## src/rtl/lane_error_injector_pkg.sv

```systemverilog
// Shared types and helpers for the multi-lane differential error injector.
package lane_error_injector_pkg;

  typedef enum logic [1:0] {
    MODE_OFF    = 2'd0,
    MODE_RANDOM = 2'd1,
    MODE_BURST  = 2'd2,
    MODE_SINGLE = 2'd3
  } mode_t;

  typedef enum logic [1:0] {
    ST_ARMED = 2'd0,
    ST_SHOT  = 2'd1,
    ST_HOLD  = 2'd2
  } single_st_t;

  // Galois taps for x^16+x^14+x^13+x^11+1
  localparam logic [15:0] LFSR_POLY = 16'hB400;

  function automatic logic [15:0] rotl(input logic [15:0] v, input logic [3:0] sh);
    logic [31:0] d;
    d = {v, v} << sh;
    return d[31:16];
  endfunction

endpackage

```

## src/rtl/lane_error_injector_lfsr16.sv

```systemverilog
// Free-running 16-bit Galois LFSR; loads SEED in reset and steps every clock.
module lfsr16
  import lane_error_injector_pkg::*;
#(
  parameter logic [15:0] SEED = 16'hACE1
) (
  input  logic        clock,
  input  logic        reset_n,
  output logic [15:0] value
);

  always_ff @(posedge clock or negedge reset_n) begin
    if (!reset_n) begin
      value <= SEED;
    end else if (value[0]) begin
      value <= (value >> 1) ^ LFSR_POLY;
    end else begin
      value <= value >> 1;
    end
  end

endmodule

```

## src/rtl/lane_error_injector.sv

```systemverilog
// Multi-lane differential error injector (RANDOM / BURST / SINGLE, lane mask).
// Per-lane saturating error counters are built only with LANE_ERROR_INJECTOR_COUNT_EN.
module lane_error_injector
  import lane_error_injector_pkg::*;
#(
  parameter int          LANES = 4,
  parameter int          CNT_W = 32,
  parameter logic [15:0] SEED  = 16'hACE1
) (
  input  logic                   clock,
  input  logic                   reset_n,
  input  logic [LANES-1:0]       in_p,
  input  logic [LANES-1:0]       in_n,
  output logic [LANES-1:0]       out_p,
  output logic [LANES-1:0]       out_n,
  input  logic [1:0]             mode,
  input  logic [LANES-1:0]       lane_mask,
  input  logic [15:0]            rate,
  input  logic [7:0]             burst_len,
  input  logic [15:0]            burst_period,
  input  logic                   trigger,
  input  logic                   stop,
  input  logic                   clear,
  output logic                   busy
`ifdef LANE_ERROR_INJECTOR_COUNT_EN
  ,
  output logic [LANES*CNT_W-1:0] errors
`endif
);

  mode_t            mode_p0;
  logic [LANES-1:0] mask_p0;
  logic [15:0]      rate_p0;
  logic [7:0]       len_p0;
  logic [15:0]      period_p0;
  logic             trig_p0;
  logic             stop_p0;

  mode_t            mode_p1;
  logic [15:0]      ph_p1;
  single_st_t       st_p1;
  logic [LANES-1:0] inject_p1;
  logic             busy_p1;

  logic [15:0]      lfsr_val;
  logic [15:0]      per_eff;
  logic [15:0]      ph_n;
  logic             burst_on;
  logic [LANES-1:0] rnd_hit;

  lfsr16 #(
    .SEED(SEED)
  ) u_lfsr (
    .clock  (clock),
    .reset_n(reset_n),
    .value  (lfsr_val)
  );

  // Stage 0: register all control inputs
  always_ff @(posedge clock or negedge reset_n) begin
    if (!reset_n) begin
      mode_p0   <= MODE_OFF;
      mask_p0   <= '0;
      rate_p0   <= '0;
      len_p0    <= '0;
      period_p0 <= '0;
      trig_p0   <= 1'b0;
      stop_p0   <= 1'b0;
    end else begin
      mode_p0   <= mode_t'(mode);
      mask_p0   <= lane_mask;
      rate_p0   <= rate;
      len_p0    <= burst_len;
      period_p0 <= burst_period;
      trig_p0   <= trigger;
      stop_p0   <= stop;
    end
  end

  // Burst phase restarts on stop, on any mode change, and outside BURST
  always_comb begin
    per_eff = (period_p0 == 16'd0) ? 16'd1 : period_p0;
    ph_n    = 16'd0;
    if (!stop_p0 && mode_p0 == MODE_BURST && mode_p0 == mode_p1 &&
        ph_p1 < per_eff - 16'd1) begin
      ph_n = ph_p1 + 16'd1;
    end
  end

  assign burst_on = {8'd0, len_p0} > ph_n;

  for (genvar i = 0; i < LANES; i++) begin : g_rnd
    localparam logic [3:0] ROT = 4'((3 * i) % 16);
    assign rnd_hit[i] = rotl(lfsr_val, ROT) < rate_p0;
  end

  // Stage 1: phase, SINGLE FSM and the inject register
  always_ff @(posedge clock or negedge reset_n) begin
    if (!reset_n) begin
      mode_p1   <= MODE_OFF;
      ph_p1     <= '0;
      st_p1     <= ST_ARMED;
      inject_p1 <= '0;
      busy_p1   <= 1'b0;
    end else begin
      mode_p1   <= mode_p0;
      ph_p1     <= ph_n;
      st_p1     <= ST_ARMED;
      inject_p1 <= '0;
      busy_p1   <= 1'b0;
      if (!stop_p0) begin
        unique case (mode_p0)
          MODE_RANDOM: inject_p1 <= rnd_hit & mask_p0;
          MODE_BURST: begin
            if (burst_on) begin
              inject_p1 <= mask_p0;
              busy_p1   <= 1'b1;
            end
          end
          MODE_SINGLE: begin
            if (mode_p0 == mode_p1) begin
              unique case (st_p1)
                ST_ARMED: begin
                  if (trig_p0) begin
                    st_p1     <= ST_SHOT;
                    inject_p1 <= mask_p0;
                    busy_p1   <= 1'b1;
                  end
                end
                ST_SHOT: st_p1 <= ST_HOLD;
                ST_HOLD: st_p1 <= trig_p0 ? ST_HOLD : ST_ARMED;
                default: st_p1 <= ST_ARMED;
              endcase
            end
          end
          default: ;
        endcase
      end
    end
  end

  assign out_p = in_p ^ inject_p1;
  assign out_n = in_n ^ inject_p1;
  assign busy  = busy_p1;

`ifdef LANE_ERROR_INJECTOR_COUNT_EN
  for (genvar i = 0; i < LANES; i++) begin : g_cnt
    logic [CNT_W-1:0] cnt;

    // clear wins over increment; stop freezes the count
    always_ff @(posedge clock or negedge reset_n) begin
      if (!reset_n) begin
        cnt <= '0;
      end else if (clear) begin
        cnt <= '0;
      end else if (!stop && inject_p1[i] && cnt != {CNT_W{1'b1}}) begin
        cnt <= cnt + 1'b1;
      end
    end

    assign errors[i*CNT_W +: CNT_W] = cnt;
  end
`else
  logic [CNT_W-1:0] unused_cnt;
  assign unused_cnt = {CNT_W{clear}};
`endif

endmodule

```

## config.mk

```make
export PLATFORM = sky130hd
export DESIGN_NAME = lane_error_injector
export DESIGN_NICKNAME = d
export VERILOG_FILES = /design/src/rtl/lane_error_injector_pkg.sv /design/src/rtl/lane_error_injector_lfsr16.sv /design/src/rtl/lane_error_injector.sv
export SDC_FILE = /design/constraint.sdc
export NUM_CORES = 1
export LEC_CHECK = 0
export BUFFER_PORTS_ARGS = -buffer_cell sky130_fd_sc_hd__buf_2
export CORE_UTILIZATION = 30
export DETAILED_ROUTE_END_ITERATION = 10
export GPL_ROUTABILITY_DRIVEN = 0
export PLACE_DENSITY = 0.49
export SLEW_MARGIN = 10
export SYNTH_ARGS = -nofsm -noshare
export SYNTH_HDL_FRONTEND = slang
export SYNTH_HIERARCHICAL = 1
export SYNTH_SLANG_ARGS = --single-unit
```

## constraint.sdc

```tcl
create_clock -name clock -period 5.99 [get_ports clock]
set_clock_uncertainty 0.1 [all_clocks]
set_input_delay 0 -clock clock [delete_from_list [all_inputs] [get_ports clock]]
set_output_delay 0 -clock clock [all_outputs]
set_load 0.05 [all_outputs]
```

==> run summary <==
========================================================================================================
Summed instance area of the synthesized netlist                                                5110 um^2
Busiest layer in global routing                                                                     met2
Die Span Y                                                                                        133 um
Total negative slack                                                                                0 ps
Post-CTS clock slew at the launch and capture registers of the worst setup and hold paths          60 ps
Count of inserted antenna diode cells                                                                  0
Antenna violations before repair                                                                       0
Die Width                                                                                         133 um
Status                                                                                      finished, final reports clean
Nets                                                                                                 732
Global-route wire length before repair                                                           20.1 mm
Utilization after layout                                                                           0.392
PortBufs                                                                                              66
P_int                                                                                            1.02 mW
CTS Hold Bufs                                                                                         50
Critical path endpoint category                                                                     flop
Cell type with the largest total area after synthesis                                       sky130_fd_sc_hd__dfrtp_1
Gate power share                                                                                   0.111
Depth of the most critical reg-to-reg path                                                            22
Yosys reg bits                                                                                        89
Leakage                                                                                          3.26 nW
Maximum level of the CTS H-tree                                                                        3
Startpoint type of the worst setup path                                                             flop
Ys async rst share                                                                                  1.00
Post CTS Setup Buffer Count                                                                            0
EDFF count, synth                                                                                      0
Final setup violation count                                                                            0
Number of gates resized after CTS                                                                      0
Initial standard-cell utilization of the core                                                      0.308
Instance area after placement                                                                  5710 um^2
Proportion of netlist area held by the largest area contributor                                    0.397
Worst slew margin relative to its limit                                                            0.470
Pins over their slew limit                                                                             0
Most frequent cells in the layout                                                           85 x sky130_fd_sc_hd__ha_1, 81 x sky130_fd_sc_hd__dfrtp_1, 65 x sky130_fd_sc_hd__buf_2
Number of DRC violations after detailed routing                                                        0
Setup repair after global routing missed its margin                                                   no
GR met1 Demand/Resource                                                                            0.188
Pin count of the biggest net entering global routing                                                  89
Overall power after layout                                                                       1.34 mW
TritonCTS clock tree                                                                                done
Die Outline Area                                                                              17600 um^2
Sequential Power Share                                                                             0.471
I/O pins                                                                                              68
Clock sink total                                                                                      89
Core footprint                                                                                16600 um^2
Latest clock arrival within the worst-skew pair                                                   350 ps
Fraction of power spent switching nets                                                             0.239
Slew at the pin closest to its max-slew limit                                                     795 ps
Yosys Warn Count                                                                                       6
Row Count                                                                                             47
Routed length per instance                                                                       15.0 um
Synth Area per Inst                                                                            11.0 um^2
Filler Cell Count                                                                                   1622
DRT antenna net count                                                                                  0
Switching power                                                                                 0.322 mW
Largest vdd supply drop                                                                         0.127 mV
Power per standard cell area                                                                 207 nW/um^2
Gate Count Post-Synth                                                                                464
Final std cell area, no fill                                                                   6500 um^2
Max Root-Sink Buffers                                                                                  2
Max-Cap Viols                                                                                          0
Post-Syn Nets                                                                                        608
Count of cells along the worst hold path                                                               2
Violation count after the first detailed-routing iteration                                           125
Type of the tightest min-delay check                                                        primary input to flop
Share of total power in the clock network                                                          0.418
Crit path arrival time                                                                           5600 ps
Time the worst path needs with I/O delays and setup                                              5440 ps
Worst hold slack                                                                                  185 ps
Most common cell after layout, fill and taps aside                                          sky130_fd_sc_hd__ha_1
Detailed-router iteration count before antenna repair                                                  4
Detailed-route via count                                                                            3922
Maximum operating frequency                                                                    0.184 GHz
Primary flip-flop cell chosen by synthesis mapping                                          sky130_fd_sc_hd__dfrtp_1
Clock buffer count from CTS                                                                            9
Met2 demand-to-capacity share in global routing                                                    0.248
Wire length after detailed routing                                                               12.2 mm
Post-DR vias/cell                                                                                   4.82
Final Cycle Share                                                                                  0.909
Count of distinct cell types in the synthesized netlist                                               52
Total routing usage reported by global routing                                                     0.149
Root buffer cell                                                                            sky130_fd_sc_hd__clkbuf_16
Overall overflow remaining after global route                                                          0
Layout cell share with drive strength beyond 1                                                     0.180
Kind of critical path                                                                       flop to flop
Sequential area share after synthesis                                                              0.438
Critical path peak fanout                                                                             11
Critical path data required time                                                                 6150 ps
Vias in the first global route                                                                      3963
Final Hold Fails                                                                                       0
Placed wire-length estimate                                                                      9.09 mm
Area growth syn-to-layout                                                                          27.3%
Synth area leaders                                                                          sky130_fd_sc_hd__dfrtp_1 40%, sky130_fd_sc_hd__ha_1 21%, sky130_fd_sc_hd__xor2_1 4.6%, sky130_fd_sc_hd__dfstp_2 4.1%, sky130_fd_sc_hd__a21o_1 2.4%
M3 GR Usage                                                                                       0.0303
========================================================================================================
critical path: stages, from the launching register on:
cell	delay [ps]
sky130_fd_sc_hd__dfrtp_1	410
sky130_fd_sc_hd__or4_1	710
sky130_fd_sc_hd__nor4_4	410
sky130_fd_sc_hd__nor2_1	80
sky130_fd_sc_hd__ha_1	210
sky130_fd_sc_hd__nand2_1	160
sky130_fd_sc_hd__nor2_1	110
sky130_fd_sc_hd__nand3b_1	120
sky130_fd_sc_hd__xor2_1	160
sky130_fd_sc_hd__ha_1	270
sky130_fd_sc_hd__a21o_1	190
sky130_fd_sc_hd__o21ai_0	200
sky130_fd_sc_hd__o211a_1	250
sky130_fd_sc_hd__o211ai_4	130
sky130_fd_sc_hd__buf_4	200
sky130_fd_sc_hd__or2_2	310
sky130_fd_sc_hd__ha_1	290
sky130_fd_sc_hd__and3_1	180
sky130_fd_sc_hd__a41oi_1	190
sky130_fd_sc_hd__nor2_1	80
sky130_fd_sc_hd__a21oi_1	320
sky130_fd_sc_hd__nand2_1	90
sky130_fd_sc_hd__o21ai_0	170
power by group through the flow:
stage / registers [mW] / clock network (mW) / logic, mW
floorplan: 0.641 / 0 / 0.0713
global placement: 0.644 / 0 / 0.123
detailed placement: 0.643 / 0 / 0.126
CTS: 0.633 / 0.587 / 0.152
global route: 0.635 / 0.608 / 0.166
finish: 0.633 / 0.561 / 0.149
cell families after synthesis:
family | synth area share
AND/OR/NAND/NOR | 0.153
flip-flops | 0.438
adder cells (fa/ha/maj) | 0.208
AO/OA/AOI/OAI | 0.111
XOR/XNOR | 0.0600
buffers and inverters | 0.0267
multiplexers | 0.00416
metal layers:
layer | vias to the layer above | wire length [um]
met2 | 73 | 5890
li1 | 1939 | -
met1 | 1891 | 5680
met4 | 0 | 233
met3 | 19 | 407
met5 | - | 0
worst paths after layout:
check                      slack (ps)            start           end
setup / recovery                  550     period_p0[0]  inject_p1[2]
hold / removal                    180  burst_period[4]  period_p0[4]
setup reg to reg                  550     period_p0[0]  inject_p1[2]
hold reg to reg                   310       mode_p0[1]    mode_p1[1]
max in group asynchronous        4990          reset_n    rate_p0[5]
min in group asynchronous         260          reset_n      ph_p1[8]
per-stage QoR:
| stage | cells | setup slack, ps |
|---|---|---|
| global route | 813 | 78.4 |
| CTS | 813 | 507 |
| finish | 813 | 547 |
| detailed placement | 747 | 557 |
| floorplan | 464 | 1270 |
| global placement | 747 | 640 |
cell type report:
cell class | count | area, um^2 | area share
inverters | 29 | 109 | 0.0167
flip-flops and latches | 89 | 2240 | 0.344
multi-input cells | 341 | 2740 | 0.421
well taps | 220 | 275 | 0.0423
clock inverters | 3 | 42.5 | 0.00654
clock buffers | 13 | 250 | 0.0385
repair buffers | 118 | 852 | 0.131
sequential cells by signal (all words and copies together), names as in the netlist:
register	count
mode_p1	2
stop_p0	1
mode_p0	2
st_p1	2
rate_p0	16
trig_p0	1
busy	1
ph_p1	16
len_p0	8
u_lfsr/value	16
inject_p1	4
period_p0	16
mask_p0	4
Yosys cell counts (10+ instances only):
library cell               count
sky130_fd_sc_hd__nor3_1       12
sky130_fd_sc_hd__nor2_1       18
sky130_fd_sc_hd__nand2b_1     10
sky130_fd_sc_hd__a21o_1       16
sky130_fd_sc_hd__nand4_1      15
sky130_fd_sc_hd__xor2_1       27
sky130_fd_sc_hd__a21oi_1      21
sky130_fd_sc_hd__ha_1         85
sky130_fd_sc_hd__o21ai_0      19
sky130_fd_sc_hd__nand2_1      20
sky130_fd_sc_hd__dfrtp_1      81
sky130_fd_sc_hd__inv_1        28
No activity file was read; power rests on OpenSTA's default activity.
